[config.mk]
export PLATFORM = sky130hd
export DESIGN_NAME = dmem_arbiter_flat
export DESIGN_NICKNAME = d
export VERILOG_FILES = /design/src/rtl/dmem_arb_pkg.sv /design/src/rtl/dmem_arbiter_if.sv /design/src/rtl/dmem_rr_pick.sv /design/src/rtl/dmem_arbiter.sv /design/src/flat_wrapper.sv
export SDC_FILE = /design/constraint.sdc
export NUM_CORES = 1
export LEC_CHECK = 0
export ABC_AREA = 1
export BUFFER_PORTS_ARGS = -buffer_cell sky130_fd_sc_hd__buf_2
export CORE_AREA = 2 2 105 107
export CTS_BUF_LIST = sky130_fd_sc_hd__clkbuf_16
export DETAILED_ROUTE_END_ITERATION = 6
export DIE_AREA = 0 0 107 109
export PLACE_DENSITY = 0.58
export SLEW_MARGIN = 5
export SYNTH_ARGS = -nofsm -noshare
export SYNTH_HDL_FRONTEND = slang
export SYNTH_HIERARCHICAL = 1
export SYNTH_SLANG_ARGS = --single-unit
[constraint.sdc]
create_clock -name clk -period 5.88 [get_ports clk]
set_input_delay 0.294 -clock clk [delete_from_list [all_inputs] [get_ports clk]]
set_output_delay 0.294 -clock clk [all_outputs]
set_load 0.02 [all_outputs]
[src/rtl/dmem_arb_pkg.sv]
// Shared requester ids, response-state type and address range check for the data-memory arbiter.
package dmem_arb_pkg;

    localparam int unsigned REQ_CPU = 0;
    localparam int unsigned REQ_DMA = 1;

    typedef enum logic {
        RSP_IDLE,
        RSP_PEND
    } rsp_state_t;

    function automatic logic addr_in_range(input logic [63:0] addr, input logic [63:0] depth);
        return addr < depth;
    endfunction

endpackage

[src/rtl/dmem_arbiter_if.sv]
// Requester-side bus of the data-memory arbiter: two packed request ports and a shared response.
interface dmem_arbiter_if #(
    parameter int unsigned DATA_W = 32,
    parameter int unsigned ADDR_W = 32
);
    logic [1:0]          req_valid;
    logic [1:0]          req_ready;
    logic [1:0]          req_we;
    logic [2*ADDR_W-1:0] req_addr;
    logic [2*DATA_W-1:0] req_wdata;
    logic [1:0]          rsp_valid;
    logic [DATA_W-1:0]   rsp_rdata;
    logic                rsp_err;

    modport master (
        output req_valid, req_we, req_addr, req_wdata,
        input  req_ready, rsp_valid, rsp_rdata, rsp_err
    );

    modport slave (
        input  req_valid, req_we, req_addr, req_wdata,
        output req_ready, rsp_valid, rsp_rdata, rsp_err
    );
endinterface

[src/rtl/dmem_rr_pick.sv]
// Two-way grant selection: a lone requester always wins; on contention the pointer or fixed
// priority decides.
module dmem_rr_pick
    import dmem_arb_pkg::*;
(
    input  logic [1:0] valid,
    input  logic       rr_last,
    input  logic       fixed_pri,
    output logic [1:0] grant
);
    always_comb begin
        grant = 2'b00;
        unique case (valid)
            2'b01:   grant[REQ_CPU] = 1'b1;
            2'b10:   grant[REQ_DMA] = 1'b1;
            // rr_last names the requester served last, so the other one goes next
            2'b11: begin
                if (fixed_pri || rr_last) grant[REQ_CPU] = 1'b1;
                else                      grant[REQ_DMA] = 1'b1;
            end
            default: grant = 2'b00;
        endcase
    end
endmodule

[src/rtl/dmem_arbiter.sv]
// Round-robin arbiter and one-stage response sequencer in front of the single-ported data memory.
// Define DMEM_ARB_PERF_EN to add saturating grant/conflict performance counters.
module dmem_arbiter
    import dmem_arb_pkg::*;
#(
    parameter int unsigned DATA_W    = 32,
    parameter int unsigned ADDR_W    = 32,
    parameter int unsigned DEPTH     = 1024,
    parameter bit          FIXED_PRI = 1'b0
) (
    input  logic              clk,
    input  logic              rst,
    dmem_arbiter_if.slave     bus,
    output logic              mem_we,
    output logic [ADDR_W-1:0] mem_a,
    output logic [DATA_W-1:0] mem_wd,
    input  logic [DATA_W-1:0] mem_rd
`ifdef DMEM_ARB_PERF_EN
    ,
    output logic [31:0]       perf_grant0,
    output logic [31:0]       perf_grant1,
    output logic [31:0]       perf_conflict
`endif
);
    logic [1:0]        grant;
    logic [1:0]        gnt;
    logic              accept;
    logic              sel;
    logic              sel_we;
    logic              sel_in_range;
    logic [ADDR_W-1:0] sel_addr;
    logic [DATA_W-1:0] sel_wdata;

    rsp_state_t        rsp_state_q;
    logic              rsp_id_q;
    logic [DATA_W-1:0] rsp_rdata_q;
    logic              rsp_err_q;
    logic              rr_last_q;

    dmem_rr_pick u_pick (
        .valid     (bus.req_valid),
        .rr_last   (rr_last_q),
        .fixed_pri (FIXED_PRI),
        .grant     (grant)
    );

    // Reset also blocks new grants so nothing reaches the memory while rst is low.
    assign gnt    = rst ? grant : 2'b00;
    assign accept = |gnt;
    assign sel    = gnt[REQ_DMA];

    always_comb begin
        sel_we    = bus.req_we[REQ_CPU];
        sel_addr  = bus.req_addr[0 +: ADDR_W];
        sel_wdata = bus.req_wdata[0 +: DATA_W];
        if (sel) begin
            sel_we    = bus.req_we[REQ_DMA];
            sel_addr  = bus.req_addr[ADDR_W +: ADDR_W];
            sel_wdata = bus.req_wdata[DATA_W +: DATA_W];
        end
        sel_in_range = addr_in_range(64'(sel_addr), 64'(DEPTH));
    end

    always_comb begin
        mem_we = 1'b0;
        mem_a  = '0;
        mem_wd = '0;
        if (accept) begin
            mem_we = sel_we & sel_in_range;
            mem_a  = sel_addr;
            mem_wd = sel_wdata;
        end
    end

    assign bus.req_ready = gnt;

    always_ff @(posedge clk or negedge rst) begin
        if (!rst) begin
            rsp_state_q <= RSP_IDLE;
            rsp_id_q    <= 1'b0;
            rsp_rdata_q <= '0;
            rsp_err_q   <= 1'b0;
            rr_last_q   <= 1'b1;
        end else if (accept) begin
            rsp_state_q <= RSP_PEND;
            rsp_id_q    <= sel;
            rsp_rdata_q <= (!sel_we && sel_in_range) ? mem_rd : '0;
            rsp_err_q   <= !sel_in_range;
            rr_last_q   <= sel;
        end else begin
            rsp_state_q <= RSP_IDLE;
            rsp_rdata_q <= '0;
            rsp_err_q   <= 1'b0;
        end
    end

    always_comb begin
        bus.rsp_valid = 2'b00;
        if (rsp_state_q == RSP_PEND) bus.rsp_valid[rsp_id_q] = 1'b1;
    end

    assign bus.rsp_rdata = rsp_rdata_q;
    assign bus.rsp_err   = rsp_err_q;

`ifdef DMEM_ARB_PERF_EN
    logic [31:0] perf_grant0_q;
    logic [31:0] perf_grant1_q;
    logic [31:0] perf_conflict_q;

    always_ff @(posedge clk or negedge rst) begin
        if (!rst) begin
            perf_grant0_q   <= '0;
            perf_grant1_q   <= '0;
            perf_conflict_q <= '0;
        end else begin
            if (gnt[REQ_CPU] && (perf_grant0_q != '1)) perf_grant0_q <= perf_grant0_q + 32'd1;
            if (gnt[REQ_DMA] && (perf_grant1_q != '1)) perf_grant1_q <= perf_grant1_q + 32'd1;
            if ((&bus.req_valid) && (perf_conflict_q != '1)) begin
                perf_conflict_q <= perf_conflict_q + 32'd1;
            end
        end
    end

    assign perf_grant0   = perf_grant0_q;
    assign perf_grant1   = perf_grant1_q;
    assign perf_conflict = perf_conflict_q;
`endif

endmodule

[src/flat_wrapper.sv]
// flat-port wrapper written by rule: the top's interface ports become plain ports
module dmem_arbiter_flat import dmem_arb_pkg::*;
#(
    parameter int unsigned DATA_W    = 32,
    parameter int unsigned ADDR_W    = 32,
    parameter int unsigned DEPTH     = 1024,
    parameter bit          FIXED_PRI = 1'b0
)
  (clk, rst, mem_we, mem_a, mem_wd, mem_rd, bus_req_valid, bus_req_we, bus_req_addr, bus_req_wdata, bus_req_ready, bus_rsp_valid, bus_rsp_rdata, bus_rsp_err);
  dmem_arbiter_if #(.DATA_W(DATA_W), .ADDR_W(ADDR_W)) bus_i ();
  input  logic clk;
  input  logic rst;
  output logic mem_we;
  output logic [ADDR_W-1:0] mem_a;
  output logic [DATA_W-1:0] mem_wd;
  input  logic [DATA_W-1:0] mem_rd;
  input wire logic [$bits(bus_i.req_valid)-1:0] bus_req_valid;
  input wire logic [$bits(bus_i.req_we)-1:0] bus_req_we;
  input wire logic [$bits(bus_i.req_addr)-1:0] bus_req_addr;
  input wire logic [$bits(bus_i.req_wdata)-1:0] bus_req_wdata;
  output wire logic [$bits(bus_i.req_ready)-1:0] bus_req_ready;
  output wire logic [$bits(bus_i.rsp_valid)-1:0] bus_rsp_valid;
  output wire logic [$bits(bus_i.rsp_rdata)-1:0] bus_rsp_rdata;
  output wire logic [$bits(bus_i.rsp_err)-1:0] bus_rsp_err;
  assign bus_i.req_valid = bus_req_valid;
  assign bus_i.req_we = bus_req_we;
  assign bus_i.req_addr = bus_req_addr;
  assign bus_i.req_wdata = bus_req_wdata;
  assign bus_req_ready = bus_i.req_ready;
  assign bus_rsp_valid = bus_i.rsp_valid;
  assign bus_rsp_rdata = bus_i.rsp_rdata;
  assign bus_rsp_err = bus_i.rsp_err;
  dmem_arbiter #(.DATA_W(DATA_W), .ADDR_W(ADDR_W), .DEPTH(DEPTH), .FIXED_PRI(FIXED_PRI)) u_core (.clk(clk), .rst(rst), .bus(bus_i), .mem_we(mem_we), .mem_a(mem_a), .mem_wd(mem_wd), .mem_rd(mem_rd));
endmodule
Word-level counts from Yosys, hierarchy flattened. Index checks and enable logic that the tools add are counted.

Register bits: 36. Logic and storage cells: 35. Bits of input ports: 166. Output and inout bits: 102.

Bitwise logic cells: 1. Eq/ne operators: 3. Magnitude comparators: 3. Reductions and logical operators: 5. Mux-type cells: 18.

Operators with widths (count): 32-bit two-way mux (6); 32-bit by 11-bit less-than comparator with 1-bit output, second input constant (1); 1-bit two-way mux (7); 2-bit == test, second input constant (2); 2-bit two-way mux (2); 1-bit one-hot mux with 2 select lines (2); 2-bit by 1-bit == test with 1-bit output, second input constant (1); 1-bit logical AND (2); 1-bit zero test (2); 1-bit by 2-bit less-than comparator with 1-bit output, second input constant (1); 2-bit OR reduction (1); 1-bit AND (1); 1-bit demux with 1-bit select (1); 1-bit greater-or-equal comparator, second input constant (1).

Longest topological paths before layout. Gate-level depths: netlist of the first run.

Word-level depth: 8. Gate-level depth with buffers: 15. Depth with buffers taken out: 13.

Cells and area by module. Netlist of the first run, hierarchy kept.

By module, submodules not included: dmem_arbiter (times used 1, area an instance 2493.6 µm², cells an instance 397, seq. area each 902.1 µm²); dmem_rr_pick (times used 1, area an instance 55.1 µm², cells an instance 14, seq. area each 0.0 µm²).

Worst setup path before layout of the first run. Ideal clock, no wire load.

Path type: flip-flop to output port. From: reg u_core.rr_last_q. To: out mem_we. Arrival: 1.895 ns. Stages on the path, launching flop included: 14. Setup slack: 3.691 ns. Buffers on the path: 1. Required time: 5.586 ns. Cells stage by stage: dfstp_2 -> nor2_1 -> nand2_1 -> nand2_1 -> nand2_4 -> inv_2 -> buf_2 -> nand2_1 -> nand2_1 -> nor2_1 -> nand2_1 -> nor2_2 -> nand3_2 -> nor2_1.

Longest elaborated chain between the ends: 7. Elaborated cells between the ends (all ways): 11. Those cells by class: order compare (1); mux (8); bitwise (1); reduce/logical (1).

RTL lines: start: declaration (line dmem_arbiter.sv:38) `logic rr_last_q;`; start signal: assignment (line dmem_arbiter.sv:89) `rr_last_q <= sel;`; 1-bit two-way mux * (line dmem_rr_pick.sv:18) `if (fixed_pri || rr_last) grant[REQ_CPU] = 1'b1;`; 1-bit one-hot mux with 2 select lines * (line dmem_rr_pick.sv:13) `unique case (valid)`; via u_core.grant[1] (line dmem_arbiter.sv:25) `logic [1:0] grant;`; 2-bit two-way mux * (line dmem_arbiter.sv:48) `assign gnt = rst ? grant : 2'b00;`; 32-bit two-way mux (line dmem_arbiter.sv:56) `if (sel) begin`; 32-bit by 11-bit less-than comparator with 1-bit output (line dmem_arb_pkg.sv:13) `return addr < depth;`; 1-bit AND (line dmem_arbiter.sv:69) `mem_we = sel_we & sel_in_range;`; 1-bit two-way mux * (line dmem_arbiter.sv:68) `if (accept) begin`; end: declaration (line flat_wrapper.sv:13) `output logic mem_we;`.

The timed path passes the listed nets; every way through them passes the cells marked *.

Worst setup path after layout of the first run. Same ends and word-level chain as after synthesis.

==> metrics.csv, run 1 <==
stage,metric,value,unit
sta,final hold viol count,0,
sta,Final Skew,0.001458,ns
synthesis,Post-Syn Area,2549,um2
power_and_ir_drop,Comb pwr share,0.337,
finish,fin cells,804,
clock_tree,Clock Root Buffer,clkbuf_16,
power_and_ir_drop,cell-internal power,0.5036,mW
sta,FMAX,243.3,MHz
placed_design,Placed Cells,796,
power_and_ir_drop,NetSw,0.2619,mW
setup_path,Worst EP arrival,3.82,ns
setup_path,Worst EP required,5.59,ns
finish,share of post-route cells with drive strength above 1,0.4789,
synthesis,Synth Instances,411,
setup_path,nature of the critical path startpoint,register,
sta,Slew HR,0.3555,
floorplan,Ports,268,
setup_path,Crit. End Element,primary output,
global_route,initial antenna violation count,0,
floorplan,CORE AREA,10600,um2
power_and_ir_drop,clock power share,0.330,
sta,final period utilization,0.6991,
clock_tree,Inserted Clock Buffers,5,
power_and_ir_drop,Pleak,2.599,nW
global_route,overall routing resource usage,0.1584,
sta,fin crit period,4.111,ns
finish,Final Net Count,829,
clock_tree,Max H-tree Level,2,
sta,fin. max-slew vios,0,
global_route,vias in the first global route,3074,
clock_tree,Post-CTS Setup Inserts,0,
global_route,GRT overflow,0,
placed_design,PortBufs,267,
sta,RSZ-0062 raised after global routing,false,
clock_tree,clock tree sinks,36,
clock_tree,CTS tree,done,
clock_tree,clk slew on worst S/H paths,0.05,ns
finish,"commonest non-fill, non-tap cells in the layout","buf_2 (267), nand2_1 (180), a21oi_1 (53)",
global_route,largest net degree at the start of global routing,66,
floorplan,die area,11660,um2
clock_tree,worst skew pair latency,0.27,ns
setup_path,Worst Path Max Fanout,55,
setup_path,critical path class,register to primary output,
sta,Slew @ Worst Pin,0.9656,ns
synthesis,syn avg cell area,6.201,um2
placed_design,Final Wtd Congestion,0.8204,
detailed_routing,routed via count,3530,
synthesis,post-synthesis register bit count,36,
sta,Final setup viols,0,
global_route,grt met3 use,0.02331,
finish,area delta synth->final,60.87,%
status,status,finished clean,
clock_tree,cts hold-fix bufs,0,
detailed_routing,antenna-violating nets left,0,
floorplan,Die W,107,um
placed_design,post-DP HPWL,8.155,mm
synthesis,register area share after synthesis,0.3540,
power_and_ir_drop,Design Power,0.7654,mW
floorplan,Row Count,38,
min_path,worst hold path class,primary input to asynchronous set/reset pin,
detailed_routing,drt pass-1 iters,4,
power_and_ir_drop,Max IR drop VDD,0.0001324,V
global_route,first-pass GRT wire length,14.69,mm
detailed_routing,First DRT Iteration DRCs,129,
detailed_routing,Vias/cell,4.391,
detailed_routing,DRC Markers,0,
global_route,gr busiest metal,met2,
global_route,GR Util met1,0.1916,
job,max_cap viols,0,
finish,"most common cell after layout, fill and taps aside",buf_2,
detailed_routing,routed length per placed instance,12.72,um
global_route,met2 GRT Util,0.2989,
synthesis,post-synth cell types,20,
power_and_ir_drop,Switching Share,0.3421,
clock_tree,Max clock buf depth,2,
finish,# diodes,0,
detailed_routing,Post-Route WL,10.23,mm
clock_tree,PostCTS Resize Cnt,0,
floorplan,Die Y,109,um
finish,fillers,1130,
synthesis,yosys warns,6,
sta,post-route setup TNS,0,ns
power_and_ir_drop,PwrDens,186.7,nW/um2
floorplan,Initial Utilization,0.2404,
power_and_ir_drop,Flop pwr share,0.333,
-- registers in the layout, summed over array words and instances, names as in the netlist --
register              count
u_core/rr_last_q          1
u_core/rsp_id_q           1
u_core/rsp_state_q        1
u_core/bus.rsp_err        1
u_core/bus.rsp_rdata     32
-- layout make-up --
type	instances	area, um2	share of cell area
multi-input cells	316	1389	0.3387
clock buffers	5	125.1	0.03052
flip-flops and latches	36	902.1	0.2200
well taps	140	175.2	0.04272
repair buffers	271	1366	0.3332
clock inverters	3	18.77	0.004577
inverters	33	123.9	0.03021
-- layer usage --
layer / up-vias / part of all wire
li1: 1750 / -
met1: 1577 / 0.41
met2: 197 / 0.50
met3: 6 / 0.082
met4: 0 / 0.0060
met5: - / 0
-- critical path: stages, from the launching register on --
cell and delay, ns:
dfstp_2 0.54, nor2_1 0.05, nand2_1 0.05, nand2_1 0.27, nand2_4 0.33, buf_4 0.48
nand2_1 0.08, o21ai_0 0.13, nand2_1 0.09, nor2_1 0.09, nand2_1 0.06, nor2_2 0.11
nand3_2 0.73, nor2_1 0.29, buf_2 0.20
-- worst paths after layout --
path	endpoint	slack, ns	start	cells past startpoint
max in group asynchronous	u_core/bus.rsp_rdata[4]	5.36	rst	2
min in group clk	u_core/bus.rsp_rdata[0]	0.24	mem_rd[0]	3
max reg2reg	u_core/bus.rsp_rdata[13]	2.41	u_core/rr_last_q	13
min reg2reg	u_core/rr_last_q	0.47	u_core/rr_last_q	2
max	mem_we	1.77	u_core/rr_last_q	14
min	u_core/rsp_state_q	0.12	rst	2
-- cells in the mapped netlist (all sizes together) --
cell / count / area share
o21ai: 5 / 0.0098
conb: 1 / 0.0015
nor2: 59 / 0.12
clkbuf: 7 / 0.010
mux2i: 1 / 0.0039
nand2: 182 / 0.27
inv: 33 / 0.049
a21oi: 53 / 0.10
nand3: 14 / 0.029
dfrtp: 35 / 0.34
dfstp: 1 / 0.010
buf: 20 / 0.048
-- power groups by stage --
stage	Clock (mW)	Combinational [mW]	Sequential [mW]
6_report	0.253	0.258	0.255
5_1_grt	0.273	0.283	0.255
4_1_cts	0.260	0.261	0.255
3_5_place_dp	0	0.259	0.259
3_3_place_gp	0	0.258	0.259
2_1_floorplan	0	0.143	0.260
-- through the flow --
stage / instance area [um2] / setup WS, ns / utilization / hold WS, ns
floorplan: 2552 / 3.691 / - / -0.001591
global placement: 3956 / 2.153 / 0.3731 / 0.4189
detailed placement: 3956 / 1.990 / 0.3731 / 0.4278
CTS: 4100 / 1.702 / 0.3867 / 0.1360
global route: 4100 / 1.386 / 0.3867 / 0.1738
finish: 4100 / 1.769 / 0.3867 / 0.1169
-- logic make-up (layout without fill, tap and decap cells) --
kind of cell / after synthesis / count (layout) / synth area share
other: 1 / 2 / 0.001471
buffers and inverters: 60 / 312 / 0.1070
muxes: 1 / 1 / 0.003928
DFF: 36 / 36 / 0.3540
and+or+nand+nor: 255 / 255 / 0.4197
AOI/OAI and AO/OA: 58 / 58 / 0.1139
Note: power is estimated with default switching activity, not from simulation.
==> run 2: changes to the inputs <==
CORE_AREA = 2 2 104 106   (was 2 2 105 107)
DIE_AREA = 0 0 106 108   (was 0 0 107 109)
PLACE_DENSITY = 0.62   (was 0.58)
clock period = 3.55 ns   (was 5.88 ns; I/O delays follow)
==> metrics.csv, run 2 (synthesized netlist as in run 1, its figures left out) <==
stage,metric,value,unit
clock_tree,CTS tree,done,
placed_design,PortBufs,267,
floorplan,die area,11450,um2
setup_path,nature of the critical path startpoint,register,
power_and_ir_drop,Pleak,2.624,nW
placed_design,placed cell areas,3986,um2
sta,final hold viol count,0,
global_route,initial antenna violation count,0,
clock_tree,clk slew on worst S/H paths,0.05,ns
floorplan,Ports,268,
sta,post-route setup TNS,0,ns
detailed_routing,routed length per placed instance,12.18,um
sta,Final Skew,0.002796,ns
clock_tree,Post-CTS Setup Inserts,0,
setup_path,"delay-heaviest family, CP",simple AND/OR/NAND/NOR gates,
detailed_routing,antenna-violating nets left,0,
global_route,met2 GRT Util,0.2922,
placed_design,Final Wtd Congestion,0.8330,
global_route,overall routing resource usage,0.1595,
sta,RSZ-0062 raised after global routing,false,
setup_path,CP max stage cell,buf_4,
setup_path,CP Cell Sequence,nor2_1 > nand2_1 > nand2_1 > nand2_4 > inv_2 > buf_4 > nand2_1 > a21oi_1 > buf_2,
sta,setup ws final,0.6233,ns
finish,area of the multi-input gates,1389,um2
setup_path,"slowest stage delay, CP",0.40,ns
status,status,finished clean,
sta,Hold Slack,0.04149,ns
sta,FMAX,341.7,MHz
clock_tree,Max clock buf depth,2,
finish,Final Net Count,832,
sta,Final setup viols,0,
clock_tree,clock tree sinks,36,
finish,number of flip-flops in the largest register,32,
setup_path,Worst EP arrival,2.75,ns
clock_tree,Clock Root Buffer,clkbuf_16,
setup_path,Worst path most repeated cell,nand2_1,
finish,"commonest non-fill, non-tap cells in the layout","buf_2 (267), nand2_1 (180), a21oi_1 (53)",
global_route,grt met3 use,0.02351,
setup_path,Reg-to-Reg Start,u_core/rr_last_q,
setup_path,Reg-to-Reg End,u_core/bus.rsp_rdata[0],
floorplan,Row Count,37,
sta,fin crit period,2.927,ns
finish,"most common cell after layout, fill and taps aside",buf_2,
clock_tree,PostCTS Resize Cnt,0,
power_and_ir_drop,Max IR drop VDD,0.0002694,V
finish,# diodes,0,
sta,fin. max-slew vios,0,
finish,fin cells,803,
job,max_cap viols,0,
floorplan,CORE AREA,10230,um2
clock_tree,Inserted Clock Buffers,5,
detailed_routing,Vias/cell,4.325,
sta,final period utilization,0.8244,
finish,Reg area,902.1,um2
setup_path,Crit. End Element,primary output,
floorplan,Die Y,108,um
setup_path,Register-to-Register Setup Slack,0.80,ns
min_path,worst hold path class,primary input to asynchronous set/reset pin,
detailed_routing,routed via count,3473,
floorplan,Die W,106,um
detailed_routing,First DRT Iteration DRCs,176,
setup_path,CP bufs+invs,3,
global_route,gr busiest metal,met2,
clock_tree,cts hold-fix bufs,0,
setup_path,Worst EP required,3.37,ns
global_route,vias in the first global route,3205,
finish,fillers,1113,
floorplan,Initial Utilization,0.2491,
finish,share of post-route cells with drive strength above 1,0.4783,
clock_tree,worst skew pair latency,0.27,ns
finish,fin util,0.4055,
placed_design,Placed Cells,795,
finish,area delta synth->final,62.79,%
power_and_ir_drop,PwrDens,319.5,nW/um2
global_route,GRT overflow,0,
clock_tree,Max H-tree Level,2,
placed_design,Place WS,0.8129,ns
detailed_routing,drt pass-1 iters,5,
global_route,GR Util met1,0.2004,
sta,Slew @ Worst Pin,0.6131,ns
setup_path,critical path class,register to primary output,
setup_path,r2r worst-path depth,13,
global_route,largest net degree at the start of global routing,66,
sta,Slew HR,0.5832,
placed_design,post-DP HPWL,8.023,mm
detailed_routing,DRC Markers,0,
finish,"Design Area, Final",4149,um2
setup_path,Worst Path Max Fanout,38,
detailed_routing,Post-Route WL,9.784,mm
global_route,first-pass GRT wire length,14.88,mm
power_and_ir_drop,Design Power,1.326,mW
==> run 2: changes by cell type in the layout (fill, tap and decap cells not counted), sizes merged <==
cell,change
buf,+3
clkinv,-1
bufinv,+1
==> run 2: how the worst max path moves through the flow <==
stage	startpoint	end	slack [ns]	cells past startpoint
floorplan	u_core/rr_last_q	mem_we	1.48	13
global placement	u_core/rr_last_q	u_core/bus.rsp_rdata[0]	0.88	13
detailed placement	u_core/rr_last_q	u_core/bus.rsp_rdata[0]	0.81	13
CTS	u_core/rr_last_q	mem_a[3]	0.59	9
global route	u_core/rr_last_q	mem_a[3]	0.38	9
finish	u_core/rr_last_q	mem_a[3]	0.62	9
==> run 2: cell type report <==
class                           instances  area share
Timing Repair Buffer                  274      0.3378
Multi-Input combinational cell        316      0.3347
Sequential cell                        36      0.2174
Tap cell                              136     0.04101
Clock buffer                            5     0.03016
Inverter                               33     0.02986
Clock inverter                          3    0.009047
==> run 2: metal layers <==
metal,up-vias,wire [um]
met5,-,0
met4,0,78
met3,8,769
met2,175,4958
met1,1534,3978
li1,1756,-
==> run 2: worst register-to-register path, stage by stage, from the launching register on <==
cell and delay (ns):
dfstp_2 0.54, nor2_1 0.05, nand2_1 0.05, nand2_1 0.27, nand2_4 0.41, buf_4 0.35, nand2_1 0.11, nand2_1 0.09
nor2_1 0.04, nand2_1 0.06, nor2_2 0.05, nand3_2 0.07, buf_4 0.43, nor2_1 0.10
==> run 2: power breakdown <==
part / switching, mW / internal, mW
combinational: 0.265 / 0.162
sequential: 0.00376 / 0.418
clock: 0.151 / 0.326
